--- src/rtl/ifm_window_gen.sv ---
// 3x3 sliding-window generator: raster pixel stream in, one 9-element window per output pixel out.
// Optional IFM_WIN_STALL_CNT_EN adds a saturating stall_cnt output counting back-pressure cycles.
module ifm_window_gen #(
    parameter int DATA_W   = 8,
    parameter int IMG_W    = 32,
    parameter int IMG_H    = 32,
    parameter int WIN_SIZE = 9
) (
    input  logic                     clk,
    input  logic                     rst_n,
    input  logic                     start,
    input  logic                     pix_valid,
    input  logic signed [DATA_W-1:0] pix_data,
    output logic                     pix_ready,
    output logic                     win_valid,
    input  logic                     win_ready,
    output logic signed [DATA_W-1:0] win_data [WIN_SIZE-1:0],
    output logic                     busy,
    output logic                     frame_done
`ifdef IFM_WIN_STALL_CNT_EN
    ,
    output logic [15:0]              stall_cnt
`endif
);

    localparam int CW = $clog2(IMG_W);
    localparam int RW = $clog2(IMG_H);
    localparam logic [CW-1:0] COL_LAST = CW'(IMG_W - 1);
    localparam logic [RW-1:0] ROW_LAST = RW'(IMG_H - 1);

    typedef enum logic [1:0] {StIdle, StStream, StFlush} state_t;

    state_t                     state;
    logic [CW-1:0]              col;
    logic [RW-1:0]              row;
    logic signed [DATA_W-1:0]   lb0 [IMG_W];
    logic signed [DATA_W-1:0]   lb1 [IMG_W];
    logic signed [DATA_W-1:0]   win_r   [3][3];
    logic signed [DATA_W-1:0]   win_nxt [3][3];
    logic                       accept;
    logic                       emit;
    logic                       last_pix;

    assign pix_ready = (state == StStream) && (!win_valid || win_ready);
    assign accept    = pix_valid && pix_ready;
    assign emit      = accept && (row >= RW'(2)) && (col >= CW'(2));
    assign last_pix  = accept && (row == ROW_LAST) && (col == COL_LAST);
    assign busy      = (state != StIdle);

    // Window after shifting left and loading the new right column (oldest row on top).
    always_comb begin
        for (int r = 0; r < 3; r++) begin
            win_nxt[r][0] = win_r[r][1];
            win_nxt[r][1] = win_r[r][2];
        end
        win_nxt[0][2] = lb1[col];
        win_nxt[1][2] = lb0[col];
        win_nxt[2][2] = pix_data;
    end

    // Line buffers carry no reset; every entry is rewritten before it is read for a window.
    always_ff @(posedge clk) begin
        if (accept) begin
            lb1[col] <= lb0[col];
            lb0[col] <= pix_data;
        end
    end

    always_ff @(posedge clk or negedge rst_n) begin
        if (!rst_n) begin
            state      <= StIdle;
            col        <= '0;
            row        <= '0;
            win_valid  <= 1'b0;
            frame_done <= 1'b0;
            for (int i = 0; i < WIN_SIZE; i++) win_data[i] <= '0;
            for (int r = 0; r < 3; r++)
                for (int c = 0; c < 3; c++) win_r[r][c] <= '0;
        end else begin
            frame_done <= 1'b0;
            unique case (state)
                StIdle: begin
                    if (start) begin
                        state <= StStream;
                        col   <= '0;
                        row   <= '0;
                    end
                end
                StStream: begin
                    if (last_pix) state <= StFlush;
                end
                StFlush: begin
                    if (!win_valid || win_ready) begin
                        state      <= StIdle;
                        frame_done <= 1'b1;
                    end
                end
                default: state <= StIdle;
            endcase

            if (accept) begin
                win_r <= win_nxt;
                if (col == COL_LAST) begin
                    col <= '0;
                    row <= (row == ROW_LAST) ? '0 : row + RW'(1);
                end else begin
                    col <= col + CW'(1);
                end
            end

            // A new window replaces a consumed one in the same edge; otherwise a handshake clears it.
            if (emit) begin
                win_valid <= 1'b1;
                for (int r = 0; r < 3; r++)
                    for (int c = 0; c < 3; c++) win_data[3*r+c] <= win_nxt[r][c];
            end else if (win_ready) begin
                win_valid <= 1'b0;
            end
        end
    end

`ifdef IFM_WIN_STALL_CNT_EN
    always_ff @(posedge clk or negedge rst_n) begin
        if (!rst_n) begin
            stall_cnt <= '0;
        end else if (state == StIdle && start) begin
            stall_cnt <= '0;
        end else if (win_valid && !win_ready && stall_cnt != 16'hFFFF) begin
            stall_cnt <= stall_cnt + 16'd1;
        end
    end
`endif

endmodule

--- config.mk ---
export PLATFORM = sky130hd
export DESIGN_NAME = ifm_window_gen
export DESIGN_NICKNAME = d
export VERILOG_FILES = /design/src/rtl/ifm_window_gen.sv
export SDC_FILE = /design/constraint.sdc
export NUM_CORES = 1
export LEC_CHECK = 0
export ABC_AREA = 1
export CAP_MARGIN = 20
export CORE_MARGIN = 5
export CORE_UTILIZATION = 39
export CTS_CLUSTER_DIAMETER = 100
export DETAILED_ROUTE_END_ITERATION = 10
export GPL_TIMING_DRIVEN = 0
export PLACE_DENSITY = 0.64
export SLEW_MARGIN = 40
export SYNTH_ARGS = -nofsm -noshare
export SYNTH_HDL_FRONTEND = slang
export SYNTH_SLANG_ARGS = --single-unit
--- constraint.sdc ---
create_clock -name clk -period 3.48 [get_ports clk]
set_clock_uncertainty 0.15 [all_clocks]
set_input_delay 0.522 -clock clk [delete_from_list [all_inputs] [get_ports clk]]
set_output_delay 0.522 -clock clk [all_outputs]
set_load 0.005 [all_outputs]
==> impl_metrics.tcl <==
set metrics [dict create \
    cp_slowest_cell "nor2_4" \
    ios 89 \
    clk_latency_ns 0.61 \
    nFillCells 6497 \
    netlist_area_sq_um 27850 \
    mostFrequentLayoutCells "nand2_1 (1122), inv_1 (531), edfxtp_1 (512), nand3_1 (248), dfrtp_1 (134)" \
    startpoint_type "register" \
    crit_fanout 11 \
    path_class "reg2reg" \
    path_buf_inv 4 \
    slew_headroom_pct 43.21 \
    synth_nets 2874 \
    final_layout_size_suffix_gt1_share_pct 9.241 \
    layout_commonest_cell "nand2_1" \
    fin_crit_ns 3.333 \
    status "finished clean" \
    drt_iter0_markers 2093 \
    total_power_uw 28110 \
    grt_use_total_pct 18.86 \
    path_cells "inv_1 -> buf_2 -> buf_2 -> ha_1 -> nand2_1 -> nor2_4 -> buf_8" \
    grt_max_degree 60 \
    drc_errors 0 \
    die_y_microns 277.2 \
    post-route-util_pct 46.33 \
    cts_tree "built" \
    io_buffers 88 \
    dieWidth_microns 277.2 \
    cts_resized 0 \
    initial_core_util_pct 39.16 \
    dr.pass1.iters 6 \
    clk_pin_slew_ns 0.06 \
    max_cap_violations 0 \
    ant_nets 0 \
    syn_inst 2853 \
    yosys.cell_types.count 29 \
    ys_ff_latch 646 \
    worstMarginPinSlew_ns 0.8489 \
    first_global_vias 18630 \
    finalInstanceArea_sq_um 32950 \
    vias 19270 \
    hpwlAfterDp_mm 49.15 \
    max_freq_mhz 300.0 \
    grt_pass1_wl_mm 111.6 \
    core_sq_um 71120 \
    clockRootBuffer "clkbuf_16" \
    route.detailed.wl_per_inst_microns 18.15 \
    numCtsBuffers 68 \
    rsz0062_at_grt "no" \
    htreeDepth 3 \
    power_leakage_uw 0.01502 \
    syn2layout_area_growth_pct 18.31 \
    cp-end-kind "register" \
    vias_per_cell 4.763 \
    crit_arrival_ns 3.48 \
    yosysWarnings 0 \
    drt-total-wl_mm 73.42 \
    cp_top_family "buffers and inverters" \
    seq_area_frac_synth_pct 67.25 \
    num_rows 98 \
    setup_viol 0 \
    fin_crit_sh_pct 95.77 \
    timing.critical_path.mode_cell "buf_2" \
    post-cts-setup-buffers 0 \
    cts_buffer_depth 3 \
    hold_class "in2reg" \
    avgSynthCellArea_sq_um 9.761 \
    irDropWorstVdd_uv 990.2 \
    antenna_found_initial 0 \
    overflow 0 \
    cp.required_ns 3.63 \
    hold_viol_final 0 \
    critical_path.max_stage_delay_ns 0.59 \
    p_per_area_nw_per_um2 853.1 \
    place_area_sq_um 30750 \
    drv_slew 0 \
    hold_slack_ns 0.1568 \
    gp_congestion 0.8737 \
    n_antenna_cell 0 \
    clock_sinks 646 \
    nets 3063 \
    die_area_sq_um 76850 \
]
-- repair_timing --
| item | 4_1_cts | 5_1_grt |
|---|---|---|
| setup endpoints to repair | 0 | 0 |
| hold endpoints to repair | 134 | 0 |
| hold buffers | 1 | 0 |
-- logic make-up (layout without fill, tap and decap cells) --
kind of cell    after synthesis  count (layout)  synth area share [%]
simple gates               1463            1463                 21.13
xor+xnor                      4               4                0.1258
fa+ha+maj                     8               8                0.3595
flops                       646             646                 67.25
compound gates               76              76                 1.384
buf+inv                     656             898                 9.745
-- flip-flops by register name (all words and copies together) (netlist names) --
name,cells
col,5
frame_done,1
lb0,256
lb1,256
row,5
state,2
win_data,72
win_nxt,48
win_valid,1
-- worst paths after layout --
check | start | endpoint | slack, ns | cells past startpoint
max | col[1] | lb0[9][4] | 0.15 | 7
min | pix_data[5] | lb0[4][5] | 0.16 | 1
max reg2reg | col[1] | lb0[9][4] | 0.15 | 7
min reg2reg | win_nxt[18] | win_data[50] | 0.31 | 2
max in group asynchronous | rst_n | col[0] | 2.39 | 3
min in group asynchronous | rst_n | win_data[2] | 0.22 | 2
-- per-stage QoR --
step / worst slack, ns / TNS, ns / cells
5_1_grt: 0.1114 / 0 / 4045
2_1_floorplan: 0.9586 / 0 / 2853
3_3_place_gp: -3.719 / -661.56 / 3891
4_1_cts: 0.2394 / 0 / 4045
3_5_place_dp: -0.1110 / -5.064 / 3921
6_report: 0.1471 / 0 / 4045
-- Yosys cell counts, drive strengths merged --
cell    number  area share, %
buf         93            2.1
clkbuf      27           0.44
clkinv       1          0.018
dfrtp      134             12
edfxtp     512             55
ha           8           0.36
inv        535            7.2
nand2     1131             15
nand3      249            4.5
nor2        76            1.1
nor3         7           0.32
o21ai       72            1.3
o22ai        4          0.090
xnor2        2          0.063
xor2         2          0.063
-- final cells by class --
cell class                      instances  area [sq um]  share of cell area (%)
Buffer                                120         695.7                   2.111
Clock buffer                           88          1891                   5.738
Clock inverter                         35         291.5                  0.8848
Inverter                              536          2018                   6.125
Multi-Input combinational cell       1551          6690                   20.31
Sequential cell                       646         18730                   56.84
Tap cell                              950          1189                   3.608
Timing Repair Buffer                  119          1445                   4.386
-- report_power, final --
| group | leakage, uW | internal (uW) | switching (uW) | total, uW |
|---|---|---|---|---|
| Clock | 0.00108 | 4140 | 2990 | 7130 |
| Sequential | 0.00634 | 10600 | 446 | 11100 |
| Combinational | 0.00761 | 2780 | 7140 | 9930 |
| Total | 0.0150 | 17500 | 10600 | 28100 |
-- per-layer routing --
| metal | up-vias | wire length, microns | share of wire, % | track usage, % |
|---|---|---|---|---|
| li1 | 9259 | - | - | - |
| met1 | 9150 | 30380 | 41 | 25.34 |
| met2 | 706 | 34670 | 47 | 31.02 |
| met3 | 152 | 5455 | 7.4 | 3.440 |
| met4 | 0 | 2914 | 4.0 | 6.664 |
| met5 | - | 0 | 0 | 0 |
Note: power is estimated with default switching activity, not from simulation.
